--- src/rtl/qspi_boot_seq.sv ---
// Power-up sequencer owning the shared QSPI pads: wakes PSRAM and flash in 1-bit SPI, then hands the pads to the core.
// Optional `QSPI_BOOT_QPI_EN adds a final 0x35 command that puts the PSRAM into QPI mode.
module qspi_boot_seq #(
    parameter int unsigned LOCK_DLY_W    = 8,
    parameter int unsigned CMD_GAP       = 4,
    parameter int unsigned POST_RST_WAIT = 16,
    parameter logic [7:0]  RAM_RSTEN     = 8'h66,
    parameter logic [7:0]  RAM_RST       = 8'h99,
    parameter logic [7:0]  ROM_WAKE      = 8'hAB
) (
    input  logic       clk_i,
    input  logic       rst_i,
    input  logic       locked_i,
    input  logic       core_cs_ram_on,
    input  logic       core_cs_rom_on,
    input  logic       core_sck_i,
    input  logic [3:0] core_sd_i,
    input  logic [3:0] core_sdoen_i,
    output logic       mem_cs_ram_on,
    output logic       mem_cs_rom_on,
    output logic       mem_sck_o,
    output logic [3:0] mem_sd_o,
    output logic [3:0] mem_sdoen_o,
    output logic       core_rst_no,
    output logic       done_o
);

    localparam logic [7:0] RAM_QPI = 8'h35;
`ifdef QSPI_BOOT_QPI_EN
    localparam logic [1:0] LAST_CMD = 2'd3;
`else
    localparam logic [1:0] LAST_CMD = 2'd2;
`endif

    localparam int unsigned CNT_W0 = (LOCK_DLY_W > 5) ? LOCK_DLY_W : 5;
    localparam int unsigned CNT_W1 = ($clog2(CMD_GAP + 1) > CNT_W0) ? $clog2(CMD_GAP + 1) : CNT_W0;
    localparam int unsigned CNT_W  = ($clog2(POST_RST_WAIT + 1) > CNT_W1) ?
                                     $clog2(POST_RST_WAIT + 1) : CNT_W1;

    localparam logic [CNT_W-1:0] SETTLE_LAST = CNT_W'((1 << LOCK_DLY_W) - 2);
    localparam logic [CNT_W-1:0] FRAME_LAST  = CNT_W'(16);
    localparam logic [CNT_W-1:0] GAP_LAST    = CNT_W'(CMD_GAP - 1);
    localparam logic [CNT_W-1:0] WAIT_LAST   = CNT_W'(POST_RST_WAIT - 1);

    typedef enum logic [2:0] {
        IDLE,
        SETTLE,
        CMD,
        GAP,
        WAIT,
        RUN
    } state_t;

    state_t           state;
    logic [CNT_W-1:0] cnt;
    logic [1:0]       cmd_idx;
    logic             lock_meta;
    logic             lock_sync;
    logic             cs_ram_q;
    logic             cs_rom_q;
    logic             sck_q;
    logic             sd0_q;
    logic             sdoen0_q;
    logic [4:0]       k_next;
    logic [1:0]       idx_next;
    logic             run_mode;

    function automatic logic [7:0] cmd_op(input logic [1:0] idx);
        case (idx)
            2'd0:    return RAM_RSTEN;
            2'd1:    return RAM_RST;
            2'd2:    return ROM_WAKE;
            default: return RAM_QPI;
        endcase
    endfunction

    function automatic logic cmd_is_rom(input logic [1:0] idx);
        return (idx == 2'd2);
    endfunction

    function automatic logic frame_sck(input logic [4:0] k);
        return ~k[4] & k[0];
    endfunction

    // Bit index advances on even k, so data only moves while sck is low.
    function automatic logic frame_sd(input logic [7:0] op, input logic [4:0] k);
        return ~k[4] & op[3'd7 - k[3:1]];
    endfunction

    function automatic logic [CNT_W-1:0] cnt_inc(input logic [CNT_W-1:0] c);
        return (&c) ? c : c + 1'b1;
    endfunction

    assign k_next   = cnt[4:0] + 5'd1;
    assign idx_next = cmd_idx + 2'd1;

    always_ff @(posedge clk_i or posedge rst_i) begin
        if (rst_i) begin
            lock_meta <= 1'b0;
            lock_sync <= 1'b0;
        end else begin
            lock_meta <= locked_i;
            lock_sync <= lock_meta;
        end
    end

    always_ff @(posedge clk_i or posedge rst_i) begin
        if (rst_i) begin
            state       <= IDLE;
            cnt         <= '0;
            cmd_idx     <= 2'd0;
            cs_ram_q    <= 1'b1;
            cs_rom_q    <= 1'b1;
            sck_q       <= 1'b0;
            sd0_q       <= 1'b0;
            sdoen0_q    <= 1'b0;
            core_rst_no <= 1'b0;
            done_o      <= 1'b0;
        end else if (!lock_sync && state != IDLE) begin
            // Lock lost: abort any frame with CS high and fall back to reset conditions.
            state       <= IDLE;
            cnt         <= '0;
            cmd_idx     <= 2'd0;
            cs_ram_q    <= 1'b1;
            cs_rom_q    <= 1'b1;
            sck_q       <= 1'b0;
            sd0_q       <= 1'b0;
            sdoen0_q    <= 1'b0;
            core_rst_no <= 1'b0;
            done_o      <= 1'b0;
        end else begin
            case (state)
                IDLE: begin
                    if (lock_sync) begin
                        state <= SETTLE;
                        cnt   <= '0;
                    end
                end
                SETTLE: begin
                    if (cnt == SETTLE_LAST) begin
                        state    <= CMD;
                        cnt      <= '0;
                        cmd_idx  <= 2'd0;
                        cs_ram_q <= cmd_is_rom(2'd0);
                        cs_rom_q <= ~cmd_is_rom(2'd0);
                        sck_q    <= 1'b0;
                        sd0_q    <= frame_sd(cmd_op(2'd0), 5'd0);
                        sdoen0_q <= 1'b1;
                    end else begin
                        cnt <= cnt_inc(cnt);
                    end
                end
                CMD: begin
                    if (cnt == FRAME_LAST) begin
                        state    <= (cmd_idx == LAST_CMD) ? WAIT : GAP;
                        cnt      <= '0;
                        cs_ram_q <= 1'b1;
                        cs_rom_q <= 1'b1;
                        sck_q    <= 1'b0;
                        sd0_q    <= 1'b0;
                        sdoen0_q <= 1'b0;
                    end else begin
                        cnt   <= cnt_inc(cnt);
                        sck_q <= frame_sck(k_next);
                        sd0_q <= frame_sd(cmd_op(cmd_idx), k_next);
                    end
                end
                GAP: begin
                    if (cnt == GAP_LAST) begin
                        state    <= CMD;
                        cnt      <= '0;
                        cmd_idx  <= idx_next;
                        cs_ram_q <= cmd_is_rom(idx_next);
                        cs_rom_q <= ~cmd_is_rom(idx_next);
                        sck_q    <= 1'b0;
                        sd0_q    <= frame_sd(cmd_op(idx_next), 5'd0);
                        sdoen0_q <= 1'b1;
                    end else begin
                        cnt <= cnt_inc(cnt);
                    end
                end
                WAIT: begin
                    if (cnt == WAIT_LAST) begin
                        state       <= RUN;
                        cnt         <= '0;
                        core_rst_no <= 1'b1;
                        done_o      <= 1'b1;
                    end else begin
                        cnt <= cnt_inc(cnt);
                    end
                end
                RUN: begin
                    cnt <= '0;
                end
                default: begin
                    state <= IDLE;
                    cnt   <= '0;
                end
            endcase
        end
    end

    // In RUN the core owns the pads with no added latency.
    assign run_mode      = (state == RUN);
    assign mem_cs_ram_on = run_mode ? core_cs_ram_on : cs_ram_q;
    assign mem_cs_rom_on = run_mode ? core_cs_rom_on : cs_rom_q;
    assign mem_sck_o     = run_mode ? core_sck_i     : sck_q;
    assign mem_sd_o      = run_mode ? core_sd_i      : {3'b000, sd0_q};
    assign mem_sdoen_o   = run_mode ? core_sdoen_i   : {3'b000, sdoen0_q};

endmodule

--- config.mk ---
export PLATFORM = sky130hd
export DESIGN_NAME = qspi_boot_seq
export DESIGN_NICKNAME = d
export VERILOG_FILES = /design/src/rtl/qspi_boot_seq.sv
export SDC_FILE = /design/constraint.sdc
export NUM_CORES = 1
export LEC_CHECK = 0
export CAP_MARGIN = 20
export CORE_UTILIZATION = 40
export DETAILED_ROUTE_END_ITERATION = 7
export DONT_BUFFER_PORTS = 1
export PLACE_DENSITY_LB_ADDON = 0.12
export SLEW_MARGIN = 30
export SYNTH_ARGS = -nofsm -noshare
export SYNTH_HDL_FRONTEND = slang
export SYNTH_SLANG_ARGS = --single-unit
--- constraint.sdc ---
create_clock -name clk_i -period 2.5 [get_ports clk_i]
set_clock_uncertainty 0.05 [all_clocks]
set_input_delay 0.25 -clock clk_i [delete_from_list [all_inputs] [get_ports clk_i]]
set_output_delay 0.25 -clock clk_i [all_outputs]
set_load 0.03 [all_outputs]
Word-level counts from Yosys, hierarchy flattened

Cells that the tools add are included.

Output and inout bits: 13
Input port bits: 14
Register bits after elaboration: 21

Equality and inequality tests: 19
$add $sub $neg: 4
Reductions and logical operators: 16
Bitwise operators: 4
Order comparisons: 1
Mux-type cells: 56

Operator list:

| operator            | number |
|---|---|
| $mux 8              | 10 |
| $pmux 8 s3          | 2 |
| $pmux 8 s5          | 1 |
| $mux 1              | 23 |
| $mux 3              | 7 |
| $pmux 3 s6          | 1 |
| $ne 3x3->1 const B  | 5 |
| $pmux 1 s3          | 5 |
| $add 8x1->8 const B | 1 |
| $eq 8x2->1 const B  | 1 |
| $eq 8x4->1 const B  | 1 |
| $eq 8x5->1 const B  | 1 |
| $eq 8x8->1 const B  | 1 |
| $mux 4              | 2 |
| $reduce_and 8->1    | 1 |
| $eq 3x2->1 const B  | 2 |
| $eq 3x3->1 const B  | 2 |
| $mux 2              | 3 |
| $reduce_and 3->1    | 2 |
| $reduce_and 6->1    | 1 |
| $reduce_bool 3->1   | 2 |
| $add 5x1->5 const B | 1 |
| $eq 2x1->1 const B  | 2 |
| $eq 2x2->1 const B  | 2 |
| 17 further kinds    | 21 |

Longest topological paths before layout

Gate-level depths: netlist of run 1.

Depth after elaboration: 11
Gate-level depth with buffers: 8
Mapped depth without buffers: 7

Worst setup path after synthesis of run 1

OpenSTA, ideal clock, no wires.

Kind: reg2reg
Start point: reg cnt[0]
End point: reg sd0_q
Arrival time: 2.139 ns
Required time: 2.363 ns
Buffers on the path: 1
Path slack: 0.224 ns
Setup time: 0.087 ns
Cell stages (with the launch flop): 7
Path through: dfrtp_1 -> ha_1 -> clkdlybuf4s15_2 -> xor2_1 -> mux2_2 -> mux4_2 -> o211ai_1

Word-level cells in the longest chain between the ends: 8

Ends and longest elaborated chain:

| item                         | line | RTL |
|---|---|---|
| start: declaration           | 55   | `logic [CNT_W-1:0] cnt;` |
| start signal: assignment     | 150  | `cnt <= cnt_inc(cnt);` |
| start signal: assignment     | 163  | `cnt <= cnt_inc(cnt);` |
| start signal: assignment     | 179  | `cnt <= cnt_inc(cnt);` |
| $add 5x1->5                  | 94   | `assign k_next = cnt[4:0] + 5'd1;` |
| $sub 3x3->3                  | 87   | `return ~k[4] & op[3'd7 - k[3:1]];` |
| $bmux 1 s3                   | 87   |  |
| $mux 1 (implied by the code) | 87   |  |
| $and 1x1->1                  | 87   |  |
| $mux 1                       | 154  | `if (cnt == FRAME_LAST) begin` |
| $pmux 1 s3                   | 132  | `case (state)` |
| $mux 1                       | 119  | `end else if (!lock_sync && state != IDLE) begin` |
| end signal: assignment       | 147  | `sd0_q <= frame_sd(cmd_op(2'd0), 5'd0);` |
| end signal: assignment       | 165  | `sd0_q <= frame_sd(cmd_op(cmd_idx), k_next);` |
| end signal: assignment       | 176  | `sd0_q <= frame_sd(cmd_op(idx_next), 5'd0);` |
| end: declaration             | 62   | `logic sd0_q;` |

Parallel ways exist; a longest one is shown, timed or not. The select of a mux whose other input is x is not followed.
A chain may end at the register's enable or synchronous reset.

Final worst setup path of run 1

Same ends and word-level chain as after synthesis.

==> results of run 1 <==
## cell type report
type	instances	area (µm²)	area share (%)
Clock buffer	4	45.0	2.30
Inverter	11	41.3	2.11
Multi-Input combinational cell	167	1170	59.7
Sequential cell	21	528	27.0
Tap cell	52	65.1	3.32
Timing Repair Buffer	14	110	5.63
## flip-flops by register name, summed over array words and instances (netlist names)
signal     cells
lock_meta      1
cnt            8
state          3
cmd_idx        2
lock_sync      1
cs_ram_q       1
done_o         1
sd0_q          1
sdoen0_q       1
cs_rom_q       1
sck_q          1
## worst max-delay path by stage
| stage | slack [ns] | depth (start not counted) | end | from |
|---|---|---|---|---|
| after global routing | 0.03 | 5 | sd0_q$_DFFE_PP0P_ | cnt[0]$_DFFE_PP0P_ |
| after detailed placement | 0.16 | 5 | sd0_q$_DFFE_PP0P_ | cnt[0]$_DFFE_PP0P_ |
| after global placement | 0.26 | 5 | sd0_q$_DFFE_PP0P_ | cnt[0]$_DFFE_PP0P_ |
| after floorplan | 0.22 | 6 | sd0_q$_DFFE_PP0P_ | cnt[0]$_DFFE_PP0P_ |
| after CTS | 0.14 | 5 | sd0_q$_DFFE_PP0P_ | cnt[0]$_DFFE_PP0P_ |
| final | 0.15 | 5 | sd0_q$_DFFE_PP0P_ | cnt[0]$_DFFE_PP0P_ |
## cells in the mapped netlist (all sizes together) (2+ instances only)
cell and count:
or3 5, a22oi 2, a211o 2, o211ai 5
o22a 2, and2 3, dfrtp 19, o21ai 14
clkbuf 10, xnor2 3, nor3 14, nor4 3
dfstp 2, ha 9, nand3 6, nor2 16
inv 11, a31o 2, mux2 6, a211oi 2
a21oi 11, nor2b 2, o21a 2, a31oi 4
buf 6, and3 9, o31ai 2, nand2 15
nand4 8
## logic make-up after synthesis
group,after synthesis
and+or+nand+nor,87
buffers and inverters,28
xor gates and xnor gates,4
muxes,8
adders and majority gates,9
DFF,21
AOI/OAI and AO/OA,59
## where the power goes
| part | leakage (nW) | total, mW | switching, mW | internal [mW] |
|---|---|---|---|---|
| registers | 0.276 | 0.392 | 0.0294 | 0.363 |
| logic | 0.499 | 0.199 | 0.121 | 0.0778 |
| clock network | 0.0228 | 0.236 | 0.122 | 0.114 |
## per-stage QoR
step           setup slack, ns  std cells
3_5_place_dp             0.159        263
5_1_grt                 0.0274        269
2_1_floorplan            0.224        216
4_1_cts                  0.141        268
6_report                 0.147        269
3_3_place_gp             0.261        263
## routing by layer
metal / up-vias / part of all wire [%] / wire length [µm] / track usage (%)
met5: - / 0 / 0 / 0
met4: 0 / 1.7 / 84 / 5.78
met3: 10 / 5.1 / 248 / 4.04
met2: 69 / 45 / 2210 / 31.7
met1: 816 / 48 / 2320 / 29.9
li1: 802 / - / - / -
## worst max-delay path: stages (launching register included)
cell and delay, ns:
dfrtp_1 0.45, ha_1 0.36, xor2_1 0.40, mux2_2 0.38, mux4_2 0.46, o211ai_1 0.17
==> flow_summary.ini, run 1 <==
[flow_run]
drv_cap = 0

[final_layout]
drive_gt1_share_pct = 17.1
layout.cells.most_common = dfrtp_1
layout_common_cells = 19 x dfrtp_1, 16 x nor2_1, 15 x nand2_1
nets = 241
fillCellCount = 445
num_antenna_cells = 0
final_core_util_pct = 44.3
fin_area_mm2 = 0.00196
area_delta_synth_final_pct = 4.48

[pwr]
power.total_mw = 0.827
worst_ir_drop_vdd_uv = 143
power_density_mw_per_mm2 = 423
leakage_nw = 0.798

[routing]
drt_first_pass_iters = 6
routed_wl_um = 4860
num_vias = 1697
ant_nets = 0
drtIter0Drc = 147
vias_per_cell = 6.31
drc = 0
wire_per_inst_um = 18.1

[logic_synthesis]
synthXorXnorAreaFrac_pct = 1.87
synth_cells = 216
ys.flop_type = dfrtp_1
synthMuxAreaShare_pct = 5.34
synth_top_cell_by_area = dfrtp_1
ys_warn_count = 0
synth-seq-cells = 21
synth_area_leaders = dfrtp_1 25%, ha_1 6.0%, nor3_1 3.7%, o21ai_0 3.7%, mux2_2 3.6%
ys_seq_area_share_pct = 28.2
synth_compound_area_share_pct = 23.2
ys_types = 59
synth_area_mm2 = 0.00187
synth-adder-area-share_pct = 6.01
syn_avg_cell_area_um2 = 8.67
yosysTopAreaCellShare_pct = 25.4
synth-edff-count = 0
synth-simple-area-share_pct = 25.9
synth_nets = 239
async_flop_share_pct = 100
synth_top_family_by_area = simple AND/OR/NAND/NOR gates

[timing]
timing.final.crit_period_ns = 2.35
fmax_ghz = 0.425
hold_slack_ns = 0.326
final_max_slew_viol_count = 0
finalHoldViolCount = 0
period_share_pct = 94.1
worstMarginPinSlew_ns = 0.796
relSlewSlack_pct = 46.6
setup_viol = 0
rsz0062_at_grt = false
finalSetupTns_ns = 0

[cts]
cts_made_buffers = 3
cts_hold_buf = 1
cts.sinks = 21
clk_latency_ns = 0.27
cts_max_level = 1
cts_resized = 0
clock_path_buffers = 2
clkTransAtPathRegs_ns = 0.09
post_cts_buffers = 0
root_buffer = clkbuf_8
cts_tree = yes

[placed_design]
numPortBuffers = 0
finalWeightedCongestion = 0.879
hpwl_um = 3640
dpl_cell_area_mm2 = 0.00189

[die]
start_util_pct = 42.4
rows = 24
die_width_um = 70.4
dieArea_mm2 = 0.00496
io_pins = 27
die_height_um = 70.4
fp.coreArea_mm2 = 0.00441

[critical_path]
worstRegToRegCells = 5
rrSetupSlack_ns = 0.15
critPathCaptureType = flop
required_ns = 2.64
cp_max_fo = 8
crit_type = flop to flop
crit_arrival_ns = 2.49
reg2reg_to = sd0_q$_DFFE_PP0P_
critPathLaunchType = flop
reg2reg_from = cnt[0]$_DFFE_PP0P_

[min_path]
min_to = lock_sync$_DFF_PP0_
min_from = lock_meta$_DFF_PP0_
hold_class = flop to flop
hold-path-cell-count = 0

[global_routing]
grt_pass1_wl_um = 8110
grt_overflow_total = 0
antenna_found_initial = 0
grt_max_degree = 22
track_usage_pct = 20.9
grt_pass1_vias = 1568

[run_status]
outcome = completed
Power figures use the tool's default switching activity.
==> run 2, diff against run 1 <==
Settings changed: CTS_CLUSTER_SIZE set to 10, SLEW_MARGIN 30 to 5.
Clock period 2.5 ns to 2.4 ns, I/O delays scaled along.
==> run 2 against run 1 <==
Compared with the run above: the flow now finishes with violations (negative hold slack); flip-flop and latch count stayed put; clock power up 8%; final area is 1.5% higher; cell count increased by 1.5%; power up 5.8%.
==> flow_summary.ini, run 2 (synthesized netlist as in run 1, its figures left out) <==
[run_status]
outcome = finished with violations
failed_checks = negative hold slack

[cts]
clkTransAtPathRegs_ns = 0.09
cts_tree = yes
cts_resized = 0
clock_path_buffers = 2
cts_max_level = 1
post_cts_buffers = 0
cts.sinks = 21
cts_hold_buf = 1
root_buffer = clkbuf_8
clk_latency_ns = 0.28
cts_made_buffers = 3

[global_routing]
grtUsageMet2_pct = 36.3
antenna_found_initial = 0
track_usage_pct = 21.9
grt_overflow_total = 0
grt_max_degree = 22
use_met1_pct = 29.3
grt_busiest_layer = met2
grt_pass1_vias = 1699
grtUsageMet3_pct = 2.60
grt_pass1_wl_um = 8600

[timing]
setup_viol = 0
timing.final.crit_period_ns = 2.23
rsz0062_at_grt = false
finalSetupTns_ns = 0
period_share_pct = 92.8
relSlewSlack_pct = 41.4
layout_setup_ws_ns = 0.172
fmax_ghz = 0.449
finalHoldViolCount = 19
hold_slack_ns = -0.0224
worstMarginPinSlew_ns = 0.878
final_max_slew_viol_count = 0

[routing]
num_vias = 1729
drtIter0Drc = 182
vias_per_cell = 6.33
routed_wl_um = 5070
drc = 0
ant_nets = 0
drt_first_pass_iters = 4
wire_per_inst_um = 18.6

[pwr]
power_frac_seq_pct = 45.5
power.switching_mw = 0.298
power_frac_clock_pct = 29.0
combPwrFrac_pct = 25.4
worst_ir_drop_vdd_uv = 217
leakage_nw = 0.824
intPower_mw = 0.577
power_density_mw_per_mm2 = 440
p_sw_share_pct = 34.0

[final_layout]
top_regs = cnt (8), state (3), cmd_idx (2)
largest_reg_flops = 8
drive_gt1_share_pct = 19.5
num_antenna_cells = 0
layout_common_cells = 19 x dfrtp_1, 17 x buf_4, 16 x nor2_1
area_delta_synth_final_pct = 6.01
nets = 245
top_register = cnt
fillCellCount = 451
layout.cells.non_filler = 273
layout.cells.most_common = dfrtp_1
fin_area_mm2 = 0.00199

[critical_path]
critPathCaptureType = flop
crit_family = multiplexers
crit_type = flop to flop
cp_max_fo = 8
critPathMaxStageDelay_ns = 0.46
crit_buf_inv = 0
crit_path_cell_trace = ha_1 > xor2_1 > mux2_2 > mux4_2 > o211ai_1
critPathLaunchType = flop
crit_arrival_ns = 2.36
slowest_stage = dfrtp_1
required_ns = 2.53

[placed_design]
numPortBuffers = 0
dp_slack_ns = 0.204
dpl_cell_area_mm2 = 0.00193
hpwl_um = 3830
finalWeightedCongestion = 0.858
dp_cells = 268

[die]
die_height_um = 70.4
fp.coreArea_mm2 = 0.00441
start_util_pct = 42.4
dieArea_mm2 = 0.00496
rows = 24
die_width_um = 70.4
io_pins = 27

[min_path]
hold_class = input port to async pin

[flow_run]
drv_cap = 0
## run 2: power by group through the flow
stage	sequential, mW	combinational [mW]	clock, mW
after floorplan	0.397	0.176	0
after global placement	0.403	0.218	0
after detailed placement	0.405	0.220	0
after CTS	0.398	0.222	0.259
after global routing	0.403	0.243	0.273
final	0.398	0.222	0.254
## run 2: layer usage
metal  wire [µm]  share of wire, %
met3         314               6.2
met4         126               2.5
met5           0                 0
met2        2400                47
met1        2240                44
## run 2: area by class of cell
type                       count  area (µm²)  area share, %
sequential                    21         528           26.6
timing repair buffer          18         138           6.93
clock buffer                   3        41.3           2.08
clock inverter                 1        5.00          0.252
inverter                      11        41.3           2.08
tap                           52        65.1           3.28
multi-input combinational    167        1170           58.8
## run 2: worst paths after layout
kind	startpoint	endpoint	slack [ns]	cells after the start
min	rst_i	cnt[7]$_DFFE_PP0P_	-0.02	1
max reg2reg	cnt[0]$_DFFE_PP0P_	sd0_q$_DFFE_PP0P_	0.17	5
max in group asynchronous	rst_i	sd0_q$_DFFE_PP0P_	1.77	1
min reg2reg	lock_meta$_DFF_PP0_	lock_sync$_DFF_PP0_	0.31	0
max	cnt[0]$_DFFE_PP0P_	sd0_q$_DFFE_PP0P_	0.17	5
min in group clk_i	lock_meta$_DFF_PP0_	lock_sync$_DFF_PP0_	0.31	0
## run 2: metrics by stage
stage | utilization (%) | power (mW) | hold WS, ns
2_1_floorplan | - | 0.573 | 0.165
3_3_place_gp | 43.7 | 0.621 | 0.222
3_5_place_dp | 43.7 | 0.624 | 0.222
4_1_cts | 45.0 | 0.878 | 0.0177
5_1_grt | 45.0 | 0.918 | 0.0568
6_report | 45.0 | 0.875 | -0.0224
